## src/rtl/cpu_pkg.sv

```systemverilog
// Shared CPU constants for the register file and its write-back path.
// Latency: n/a (declarations only).
// Backpressure: n/a.
package cpu_pkg;

    localparam int         REG_COUNT  = 31;
    localparam int         REG_IDX_W  = 5;
    localparam int         XLEN       = 32;
    // Index 31 has no backing register; writes aimed at it are dropped.
    localparam logic [4:0] INVALID_RD = 5'd31;

endpackage : cpu_pkg

```

## src/rtl/rr_pick.sv

```systemverilog
// Round-robin priority picker: first set request after ptr, wrapping modulo N.
// Latency: purely combinational.
// Backpressure: none; the caller masks req to withhold grants.
module rr_pick #(
    parameter int N     = 3,
    parameter int IDX_W = 2
) (
    input  logic [N-1:0]     req,
    input  logic [IDX_W-1:0] ptr,
    output logic [N-1:0]     gnt,
    output logic [IDX_W-1:0] idx,
    output logic             any
);

    // Scan from ptr+1 for N slots; the first set request wins.
    always_comb begin
        int cand;
        gnt  = '0;
        idx  = '0;
        any  = 1'b0;
        cand = 0;
        for (int off = 1; off <= N; off++) begin
            cand = (int'(ptr) + off) % N;
            if (!any && req[IDX_W'(cand)]) begin
                any                = 1'b1;
                gnt[IDX_W'(cand)]  = 1'b1;
                idx                = IDX_W'(cand);
            end
        end
    end

endmodule : rr_pick

```

## src/rtl/reg_wb_arbiter.sv

```systemverilog
// Round-robin arbiter sharing the register-file write port among NUM_REQ units.
// Latency: grant same cycle as valid; registered write one cycle after transfer.
// Backpressure: wb_stall withholds every ready; unserved requesters hold valid.
module reg_wb_arbiter
    import cpu_pkg::*;
#(
    parameter int NUM_REQ = 3,
    parameter int DATA_W  = XLEN,
    parameter int ADDR_W  = REG_IDX_W
) (
    input  logic                      clk,
    input  logic                      rst_n,
    input  logic                      wb_stall,
    input  logic [NUM_REQ-1:0]        req_valid,
    input  logic [NUM_REQ*ADDR_W-1:0] req_rd,
    input  logic [NUM_REQ*DATA_W-1:0] req_data,
    output logic [NUM_REQ-1:0]        req_ready,
    output logic                      reg_wrt_en,
    output logic [ADDR_W-1:0]         rd,
    output logic [DATA_W-1:0]         rd_data,
    output logic [7:0]                drop_cnt
);

    localparam int PTR_W = $clog2(NUM_REQ);

    logic [PTR_W-1:0]   last_grant;
    logic [PTR_W-1:0]   pick_idx;
    logic [NUM_REQ-1:0] pick_gnt;
    logic               pick_any;
    logic [NUM_REQ-1:0] req_elig;
    logic               xfer;
    logic [ADDR_W-1:0]  sel_rd;
    logic [DATA_W-1:0]  sel_data;
    logic               sel_drop;

    // A stall removes every requester from contention for this cycle only;
    // the pointer is untouched, so the grant after the stall is unchanged.
    assign req_elig = req_valid & {NUM_REQ{~wb_stall}};

    rr_pick #(
        .N     (NUM_REQ),
        .IDX_W (PTR_W)
    ) u_pick (
        .req (req_elig),
        .ptr (last_grant),
        .gnt (pick_gnt),
        .idx (pick_idx),
        .any (pick_any)
    );

    // No grant may escape while reset is held.
    assign req_ready = pick_gnt & {NUM_REQ{rst_n}};
    assign xfer      = pick_any & rst_n;

    assign sel_rd   = req_rd[int'(pick_idx)*ADDR_W +: ADDR_W];
    assign sel_data = req_data[int'(pick_idx)*DATA_W +: DATA_W];
    assign sel_drop = (sel_rd == ADDR_W'(INVALID_RD));

    // Pointer advances only on a transfer; reset leaves requester 0 first in line.
    always_ff @(posedge clk or negedge rst_n) begin
        if (!rst_n) begin
            last_grant <= PTR_W'(NUM_REQ - 1);
        end else if (xfer) begin
            last_grant <= pick_idx;
        end
    end

    // Write register: enable pulses for one cycle per real write; index/data hold otherwise.
    always_ff @(posedge clk or negedge rst_n) begin
        if (!rst_n) begin
            reg_wrt_en <= 1'b0;
            rd         <= '0;
            rd_data    <= '0;
        end else begin
            reg_wrt_en <= xfer && !sel_drop;
            if (xfer && !sel_drop) begin
                rd      <= sel_rd;
                rd_data <= sel_data;
            end
        end
    end

    // Saturating count of writes aimed at the nonexistent register.
    always_ff @(posedge clk or negedge rst_n) begin
        if (!rst_n) begin
            drop_cnt <= 8'd0;
        end else if (xfer && sel_drop && (drop_cnt != 8'hFF)) begin
            drop_cnt <= drop_cnt + 8'd1;
        end
    end

endmodule : reg_wb_arbiter

```

## config.mk

```make
export PLATFORM = sky130hd
export DESIGN_NAME = reg_wb_arbiter
export DESIGN_NICKNAME = d
export VERILOG_FILES = /design/src/rtl/cpu_pkg.sv /design/src/rtl/rr_pick.sv /design/src/rtl/reg_wb_arbiter.sv
export SDC_FILE = /design/constraint.sdc
export NUM_CORES = 1
export LEC_CHECK = 0
export BUFFER_PORTS_ARGS = -buffer_cell sky130_fd_sc_hd__buf_2
export CORE_UTILIZATION = 30
export CTS_BUF_LIST = sky130_fd_sc_hd__clkbuf_8
export CTS_CLUSTER_DIAMETER = 80
export DETAILED_ROUTE_END_ITERATION = 16
export GPL_ROUTABILITY_DRIVEN = 0
export GPL_TIMING_DRIVEN = 0
export SYNTH_ARGS = -nofsm -noshare
export SYNTH_HDL_FRONTEND = slang
export SYNTH_SLANG_ARGS = --single-unit
```

## constraint.sdc

```tcl
create_clock -name clk -period 6.7 [get_ports clk]
set_clock_uncertainty 0.15 [all_clocks]
set_input_delay 0.335 -clock clk [delete_from_list [all_inputs] [get_ports clk]]
set_output_delay 0.335 -clock clk [all_outputs]
set_load 0.01 [all_outputs]
```

# Yosys cells after proc, flatten, opt, wreduce, memory -nomap -nowiden
# Index checks and enable logic that the tools add are counted.
[totals]
out_inout_bits = 49
elab_cells = 64
ff_bits = 48
in_bits = 117
[classes]
n_div = 3
n_mux = 24
n_reduce_logical = 11
addsub = 4
eq_ne = 2
n_lt_le_gt_ge = 6
shift = 2
multipliers = 1
bitwise_logic = 6
[ops]
columns = ["op", "n"]
rows = [
  ["$mod A32 B3 Y32 const B", 3],
  ["$shiftx A96 B8 Y32", 1],
  ["$shiftx A15 B6 Y5", 1],
  ["$lt A2 B4 Y1 const B", 3],
  ["$mux W1", 12],
  ["$mux W3", 3],
  ["$add A8 B1 Y8 const B", 1],
  ["$logic_and A1 B1 Y1", 8],
  ["$ne A8 B8 Y1 const B", 1],
  ["$add A2 B2 Y3 const B", 2],
  ["$and A3 B3 Y3", 2],
  ["$bmux W1 S2", 3],
  ["$demux W1 S2", 3],
  ["$ge A2 B1 Y1 const B", 3],
  ["$mux W2", 3],
  ["$or A3 B3 Y3", 2],
  ["$eq A5 B5 Y1 const B", 1],
  ["$mul A2 B3 Y5 const B", 1],
  ["$add A2 B1 Y3 const B", 1],
  ["$logic_not A1 Y1", 3],
  ["$and A1 B1 Y1", 1],
  ["$not A1 Y1", 1],
]

# Longest topological paths before layout
# Gate-level depths: netlist of the first run.
[depth]
word_depth = 17
ltp_mapped = 12
ltp_nobuf = 9

# Modules after synthesis
# Synthesis of the first run repeated with hierarchy kept, for this count alone.
[hier_totals]
cells_unflattened = 292
area_unflattened_um2 = 3017.9
[modules_own_cells]
columns = ["module", "area_each_um2", "n_inst", "seq_area_each_um2", "cells_per_inst"]
rows = [
  ["reg_wb_arbiter", 2742.6, 1, 1202.4, 257],
  ["rr_pick", 275.3, 1, 0.0, 35],
]

# Worst setup path before layout of the first run
# No wires, ideal clock.
[synth_timing]
kind = "reg-to-reg"
startpoint = "register last_grant[1]"
endpoint = "register drop_cnt[1]"
path_slack_ns = 3.994
path_stages_with_launch = 10
setup_time_ns = 0.128
n_path_buf = 1
synth_period_minus_slack_ns = 2.706
arrival_ns = 2.429
required_time_ns = 6.422
path_cell_list = "dfstp_2 > inv_1 > ha_1 > clkbuf_1 > or2_2 > o22ai_2 > nand4bb_1 > o2bb2ai_1 > o211a_1 > mux2_1"
[synth_between]
elab_chain_cells = 17
elab_cells_between_ends = 31
cone_classes = "3 x add/sub; 1 x mul; 3 x div; 1 x eq/ne; 1 x shift; 15 x mux; 1 x bitwise; 6 x reduce/logical"
[synth_rtl]
columns = ["item", "line_no", "rtl"]
rows = [
  ["start: declaration", "reg_wb_arbiter.sv:26", "logic [PTR_W-1:0] last_grant;"],
  ["start signal: assignment", "reg_wb_arbiter.sv:62", "last_grant <= PTR_W'(NUM_REQ - 1);"],
  ["start signal: assignment", "reg_wb_arbiter.sv:64", "last_grant <= pick_idx;"],
  ["$add A2 B1 Y3", "rr_pick.sv:23", "cand = (int'(ptr) + off) % N;"],
  ["$mod A32 B3 Y32", "rr_pick.sv:23", ""],
  ["$bmux W1 S2", "rr_pick.sv:24", "if (!any && req[IDX_W'(cand)]) begin"],
  ["$mux W1 (implied by the code) (2 in series)", "rr_pick.sv:24", ""],
  ["$mux W1", "rr_pick.sv:24", ""],
  ["$logic_not A1 Y1", "rr_pick.sv:24", ""],
  ["$logic_and A1 B1 Y1", "rr_pick.sv:24", ""],
  ["$mux W1", "rr_pick.sv:24", ""],
  ["$logic_not A1 Y1", "rr_pick.sv:24", ""],
  ["$logic_and A1 B1 Y1", "rr_pick.sv:24", ""],
  ["$mux W2", "rr_pick.sv:24", ""],
  ["$mul A2 B3 Y5", "reg_wb_arbiter.sv:55", "assign sel_rd = req_rd[int'(pick_idx)*ADDR_W +: ADDR_W];"],
  ["$shiftx A15 B6 Y5", "reg_wb_arbiter.sv:55", ""],
  ["$eq A5 B5 Y1", "reg_wb_arbiter.sv:57", "assign sel_drop = (sel_rd == ADDR_W'(INVALID_RD));"],
  ["$logic_and A1 B1 Y1 * (2 in series)", "reg_wb_arbiter.sv:87", "end else if (xfer && sel_drop && (drop_cnt != 8'hFF)) begin"],
  ["end signal: assignment", "reg_wb_arbiter.sv:88", "drop_cnt <= drop_cnt + 8'd1;"],
  ["end: declaration", "reg_wb_arbiter.sv:21", "output logic [7:0] drop_cnt"],
]
# Every way passes the cells marked *; elsewhere a longest branch is shown, timed or not. The select of a mux whose other input is x is not followed.
# A chain may end at the register's enable or synchronous reset.

# Final worst setup path of the first run
[layout_timing]
startpoint = "register last_grant[1]"
endpoint = "register rd[2]"
[layout_between]
elab_chain_cells = 17
elab_cells_between_ends = 31
cone_classes = "3 x add/sub; 1 x mul; 3 x div; 1 x eq/ne; 1 x shift; 15 x mux; 1 x bitwise; 6 x reduce/logical"
[layout_rtl]
columns = ["item", "line_no", "rtl"]
rows = [
  ["$add A2 B1 Y3", "rr_pick.sv:23", ""],
  ["$mod A32 B3 Y32", "rr_pick.sv:23", ""],
  ["$bmux W1 S2", "rr_pick.sv:24", ""],
  ["$mux W1 (implied by the code) (2 in series)", "rr_pick.sv:24", ""],
  ["$mux W1", "rr_pick.sv:24", ""],
  ["$logic_not A1 Y1", "rr_pick.sv:24", ""],
  ["$logic_and A1 B1 Y1", "rr_pick.sv:24", ""],
  ["$mux W1", "rr_pick.sv:24", ""],
  ["$logic_not A1 Y1", "rr_pick.sv:24", ""],
  ["$logic_and A1 B1 Y1", "rr_pick.sv:24", ""],
  ["$mux W2", "rr_pick.sv:24", ""],
  ["$mul A2 B3 Y5", "reg_wb_arbiter.sv:55", ""],
  ["$shiftx A15 B6 Y5", "reg_wb_arbiter.sv:55", ""],
  ["$eq A5 B5 Y1", "reg_wb_arbiter.sv:57", ""],
  ["$logic_not A1 Y1", "reg_wb_arbiter.sv:76", "if (xfer && !sel_drop) begin"],
  ["$logic_and A1 B1 Y1", "reg_wb_arbiter.sv:76", ""],
  ["end signal: assignment", "reg_wb_arbiter.sv:77", "rd <= sel_rd;"],
  ["end: declaration", "reg_wb_arbiter.sv:19", "output logic [ADDR_W-1:0] rd,"],
]
# Parallel ways exist; a longest one is shown, timed or not. The select of a mux whose other input is x is not followed.

==> results of run 1 <==
[power by group]
| group | internal, µW | switching (µW) |
|---|---|---|
| combinational | 417 | 639 |
| clock | 82.7 | 102 |
| sequential | 421 | 67.4 |
| total | 921 | 808 |
[registers in the layout, summed over array words and instances (netlist names)]
signal and cells:
drop_cnt 8, last_grant 2, rd 5, rd_data 32, reg_wrt_en 1
[metal layers]
metal | GRT usage, % | share of wire [%] | routed length [µm] | vias up
met5 | 0 | 0 | 0 | -
met4 | 4.24 | 1.1 | 103 | 0
met3 | 3.66 | 6.3 | 598 | 7
met2 | 32.1 | 48 | 4580 | 117
met1 | 23.0 | 44 | 4170 | 1435
li1 | - | - | - | 1532
[synth_stat cells (all sizes together), types with 2 or more instances]
cell type | number | area [µm²]
xnor2 | 5 | 43.8
dfrtp | 47 | 1180
o21ai | 39 | 195
buf | 17 | 97.6
o2111ai | 2 | 17.5
nand3b | 2 | 15.0
ha | 5 | 62.6
nand3 | 7 | 35.0
nand2 | 44 | 165
and3 | 4 | 25.0
nand4bb | 3 | 33.8
nor2 | 40 | 150
clkbuf | 5 | 18.8
nor3 | 3 | 15.0
o31ai | 5 | 56.3
a21oi | 40 | 204
o21a | 2 | 15.0
o211a | 2 | 20.0
mux2i | 41 | 410
inv | 7 | 26.3
[metrics by stage]
stage	instances	total power [µW]	instance area (µm²)	hold WS, ns	utilization [%]
2_1_floorplan	339	1200	2960	-0.111	-
6_report	641	1730	4040	0.118	42.9
3_5_place_dp	633	1570	3950	0.320	41.9
3_3_place_gp	633	1540	3950	0.315	41.9
4_1_cts	641	1750	4040	0.137	42.9
5_1_grt	641	1890	4040	0.149	42.9
[path summary, 6_finish.rpt]
| path | startpoint | to | slack (ns) | cells after the start |
|---|---|---|---|---|
| setup / recovery | last_grant[1] | rd[2] | 3.40 | 10 |
| hold / removal | rst_n | drop_cnt[0] | 0.12 | 1 |
| setup reg to reg | last_grant[1] | rd[2] | 3.40 | 10 |
| hold reg to reg | rd_data[9] | rd_data[9] | 0.33 | 2 |
| max in group asynchronous | rst_n | rd_data[11] | 5.56 | 1 |
| min in group clk | req_data[37] | rd_data[5] | 0.14 | 3 |
[logic make-up (layout without fill, tap and decap cells)]
kind of cell | Yosys count | in the layout | synth area share, %
simple gates | 110 | 110 | 16.4
flops | 48 | 48 | 40.6
xor+xnor | 6 | 6 | 1.78
fa+ha+maj | 5 | 5 | 2.11
mux | 42 | 42 | 14.2
compound gates | 99 | 99 | 20.0
buf+inv | 29 | 202 | 4.82
[critical path, delay by kind of cell, from the launching register on]
family,cells,cell delay [ns]
fa+ha+maj,1,0.18
compound gates,5,1.28
buf+inv,3,0.74
flops,1,0.56
simple gates,1,0.33
[layout make-up]
class	count	area share, %
tap	129	4.00
multi-input combinational	262	40.0
clock buffer	6	2.04
clock inverter	2	0.279
sequential	48	29.8
buffer	22	2.88
inverter	7	0.650
timing repair buffer	165	20.4
==> flow_summary.ini, run 1 <==
[final_layout]
multi_input_area_um2 = 1610
layout_common_cells = buf_2 (177), dfrtp_1 (47), nand2_1 (44), mux2i_1 (41), nor2_1 (40)
diodes = 0
synthToLayoutAreaGrowth_pct = 36.5
drive_gt1_share_pct = 38.1
mostFrequentLayoutCell = buf_2
nets = 633
fillers = 1005
seq_area_um2 = 1200

[synthesis]
seq_area_frac_synth_pct = 40.6
syn_avg_cell_area_um2 = 8.73
ys_warn_count = 0
synth-seq-cells = 48
synth_edf_count = 0
yosysUniqueCellTypes = 44
synth_area_um2 = 2960
synth-main-ff-cell = dfrtp_1
syn_inst = 339
syn-num-nets = 461
async_flop_share_pct = 100

[global_route]
grt_pass1_wl_um = 14400
grt_antenna_before_repair = 0
grt_max_degree = 54
gr-usage-all-layers_pct = 18.3
grt_pass1_vias = 2898
overflow = 0

[critical_path]
crit_required_ns = 6.78
slowest_delay_ns = 0.56
startpoint_type = register
arrival_ns = 3.38
critPathMaxFanout = 10
slowest_stage = dfstp_2
endpoint_kind = register
path_cells = inv_1, ha_1, clkbuf_1, or2_2, o22ai_2, o31ai_4, a21oi_2, clkbuf_1, a21oi_1, o21ai_1
crit_top_cell = clkbuf_1
worstSetupPathType = reg2reg

[clock_tree]
clockBufferDepth = 2
ctsHoldBuffers = 0
tritoncts = done
cts_max_level = 2
cts_root_buffer = clkbuf_8
cts_resized = 0
cts_num_sinks = 48
numCtsBuffers = 5
clock_latency_ns = 0.30
clk_pin_slew_ns = 0.09
post-cts-setup-buffer-count = 0

[drt]
wirelength_um = 9440
drcViolationCount = 0
drt-initial-drc-count = 62
wl_per_cell_um = 14.7
ant_nets = 0
vias_per_cell = 4.82
firstDrtPassIters = 4
vias = 3091

[floorplanning]
io-pin-count = 166
initial_core_util_pct = 31.4
die_w_um = 101
rows = 35
core_area_um2 = 9420
die-area_um2 = 10300
die_y_um = 101

[flow_run]
cap_violations = 0

[power_and_ir_drop]
leakage_uw = 0.00204
p_per_area_nw_per_um2 = 428
ir_drop_mv = 0.156

[timing]
timing.final.ws_setup_ns = 3.40
hold_viol_final = 0
relSlewSlack_pct = 21.2
fin_setup_tns_ns = 0
worstMarginPinSlew_ns = 1.18
slew_viol_final = 0
post-route-period-util_pct = 49.2
finalSetupViolCount = 0
rsz0062_at_grt = false
max_freq_ghz = 0.303
min_period_ns = 3.30

[place]
place_ws_ns = 3.45
io_buffers = 165
dpl.hpwl_um = 7320

[status]
run_status = completed

[hold_path]
min_path_type = in2async
(Power assumes the default switching activity.)
==> inputs of run 2 (changes only) <==
==> constraint.sdc (replaced) <==
create_clock -name clk -period 2.8 [get_ports clk]
set_clock_uncertainty 0.15 [all_clocks]
set_input_delay 0.14 -clock clk [delete_from_list [all_inputs] [get_ports clk]]
set_output_delay 0.14 -clock clk [all_outputs]
set_load 0.01 [all_outputs]
==> flow_summary.ini, run 2 (same netlist as run 1, synthesis figures left out) <==
[floorplanning]
die_y_um = 101
rows = 35
initial_core_util_pct = 31.4
io-pin-count = 166
die-area_um2 = 10300
die_w_um = 101
core_area_um2 = 9420

[timing]
rsz0062_at_grt = true
worstMarginPinSlew_ns = 0.466
relSlewSlack_pct = 68.7
min_period_ns = 2.87
hold_viol_final = 0
timing.final.ws_setup_ns = -0.0669
max_freq_ghz = 0.349
slew_viol_final = 0
finalSetupViolCount = 40
post-route-period-util_pct = 102
fin_setup_tns_ns = -1.59

[clock_tree]
cts_max_level = 2
clockBufferDepth = 2
cts_root_buffer = clkbuf_8
clock_latency_ns = 0.30
numCtsBuffers = 5
cts_num_sinks = 48
clk_pin_slew_ns = 0.09
tritoncts = done

[critical_path]
rr_worst_depth = 12
worstSetupPathType = reg2reg
endpoint_kind = register
crit_required_ns = 2.83
arrival_ns = 2.90
critPathMaxFanout = 7
startpoint_type = register

[global_route]
grt_pass1_vias = 3238
grt_max_degree = 48
grt_antenna_before_repair = 0
grt_pass1_wl_um = 15800
gr-usage-all-layers_pct = 20.1
overflow = 0

[hold_path]
worstHoldPathCells = 3
min_path_type = in2reg

[final_layout]
drive_gt1_share_pct = 50.2
multi_input_area_um2 = 1950
nets = 695
largest_register_ffs = 32
reg_top3 = rd_data: 32 flops, drop_cnt: 8 flops, rd: 5 flops
diodes = 0
fillers = 882
mostFrequentLayoutCell = buf_2
layout_common_cells = buf_2 (168), dfrtp_1 (47), nor2_1 (40), mux2i_1 (38), a21oi_1 (38)
synthToLayoutAreaGrowth_pct = 75.2
seq_area_um2 = 1200
largest_register = rd_data

[power_and_ir_drop]
p_total_uw = 5490
leakage_uw = 0.00248
p_per_area_nw_per_um2 = 1060
ir_drop_mv = 0.399

[drt]
ant_nets = 0
vias_per_cell = 4.91
drcViolationCount = 0
vias = 3449
wl_per_cell_um = 15.5
firstDrtPassIters = 5
wirelength_um = 10900
drt-initial-drc-count = 65

[place]
io_buffers = 165
dpl.hpwl_um = 7320

[flow_run]
cap_violations = 0

[status]
run_status = complete, but fails checks
violations = negative setup slack
run 2: final timing paths:
check	from	to	slack (ns)
max in group asynchronous	rst_n	rd_data[21]	1.90
worst min register to register	rd_data[9]	rd_data[9]	0.34
min in group asynchronous	rst_n	last_grant[1]	0.34
worst max register to register	last_grant[0]	rd_data[11]	-0.07
worst min-delay path	req_rd[7]	rd[2]	0.02
worst max-delay path	last_grant[0]	rd_data[11]	-0.07
run 2: timing repair:
| action | 4_1_cts | 5_1_grt |
|---|---|---|
| setup buffers | 11 | 8 |
| gates cloned | 1 | 6 |
| pin swaps | 5 | 28 |
| resized for setup | 44 | 84 |
| setup endpoints to repair | 46 | 44 |
| endpoints found under the hold margin | 82 | 0 |
| hold buffers | 37 | 0 |
run 2: metrics by stage:
stage	area [µm²]	hold WS [ns]	utilization [%]	instances	setup WS (ns)
finish	5180	0.0165	55.1	703	-0.0669
detailed placement	3950	0.269	41.9	633	-0.450
floorplan	2960	-0.306	-	339	0.0937
global placement	3950	0.255	41.9	633	-0.389
CTS	4710	0.0232	50.0	689	0.0106
global route	5180	0.0281	55.1	703	-0.167
run 2: power by group:
| group | internal, µW | leakage, µW | switching, µW | total, µW |
|---|---|---|---|---|
| Sequential | 1010 | 0.000598 | 204 | 1210 |
| Combinational | 1880 | 0.00183 | 1960 | 3840 |
| Clock | 198 | 0.0000486 | 240 | 438 |
run 2: cell type report:
class / count / share of cell area, %
Buffer: 21 / 4.80
Clock buffer: 6 / 1.59
Clock inverter: 2 / 0.217
Inverter: 7 / 0.507
Multi-Input combinational cell: 262 / 37.6
Sequential cell: 48 / 23.2
Tap cell: 129 / 3.11
Timing Repair Buffer: 228 / 29.0
run 2: metal layers:
layer	routed length (µm)	global-route usage, %
met4	210	5.57
met3	641	3.80
met2	5560	36.4
met5	0	0
met1	4520	24.2
run 2: worst max-delay path, cell delays in order, from the launching register on:
cell       delay (ns)
dfrtp_1          0.37
inv_1            0.10
ha_4             0.34
buf_6            0.14
nand3b_1         0.18
o21ai_0          0.12
o41a_1           0.50
o2bb2ai_4        0.17
o22a_2           0.25
buf_6            0.17
clkbuf_16        0.16
nand2_4          0.04
o21ai_1          0.06
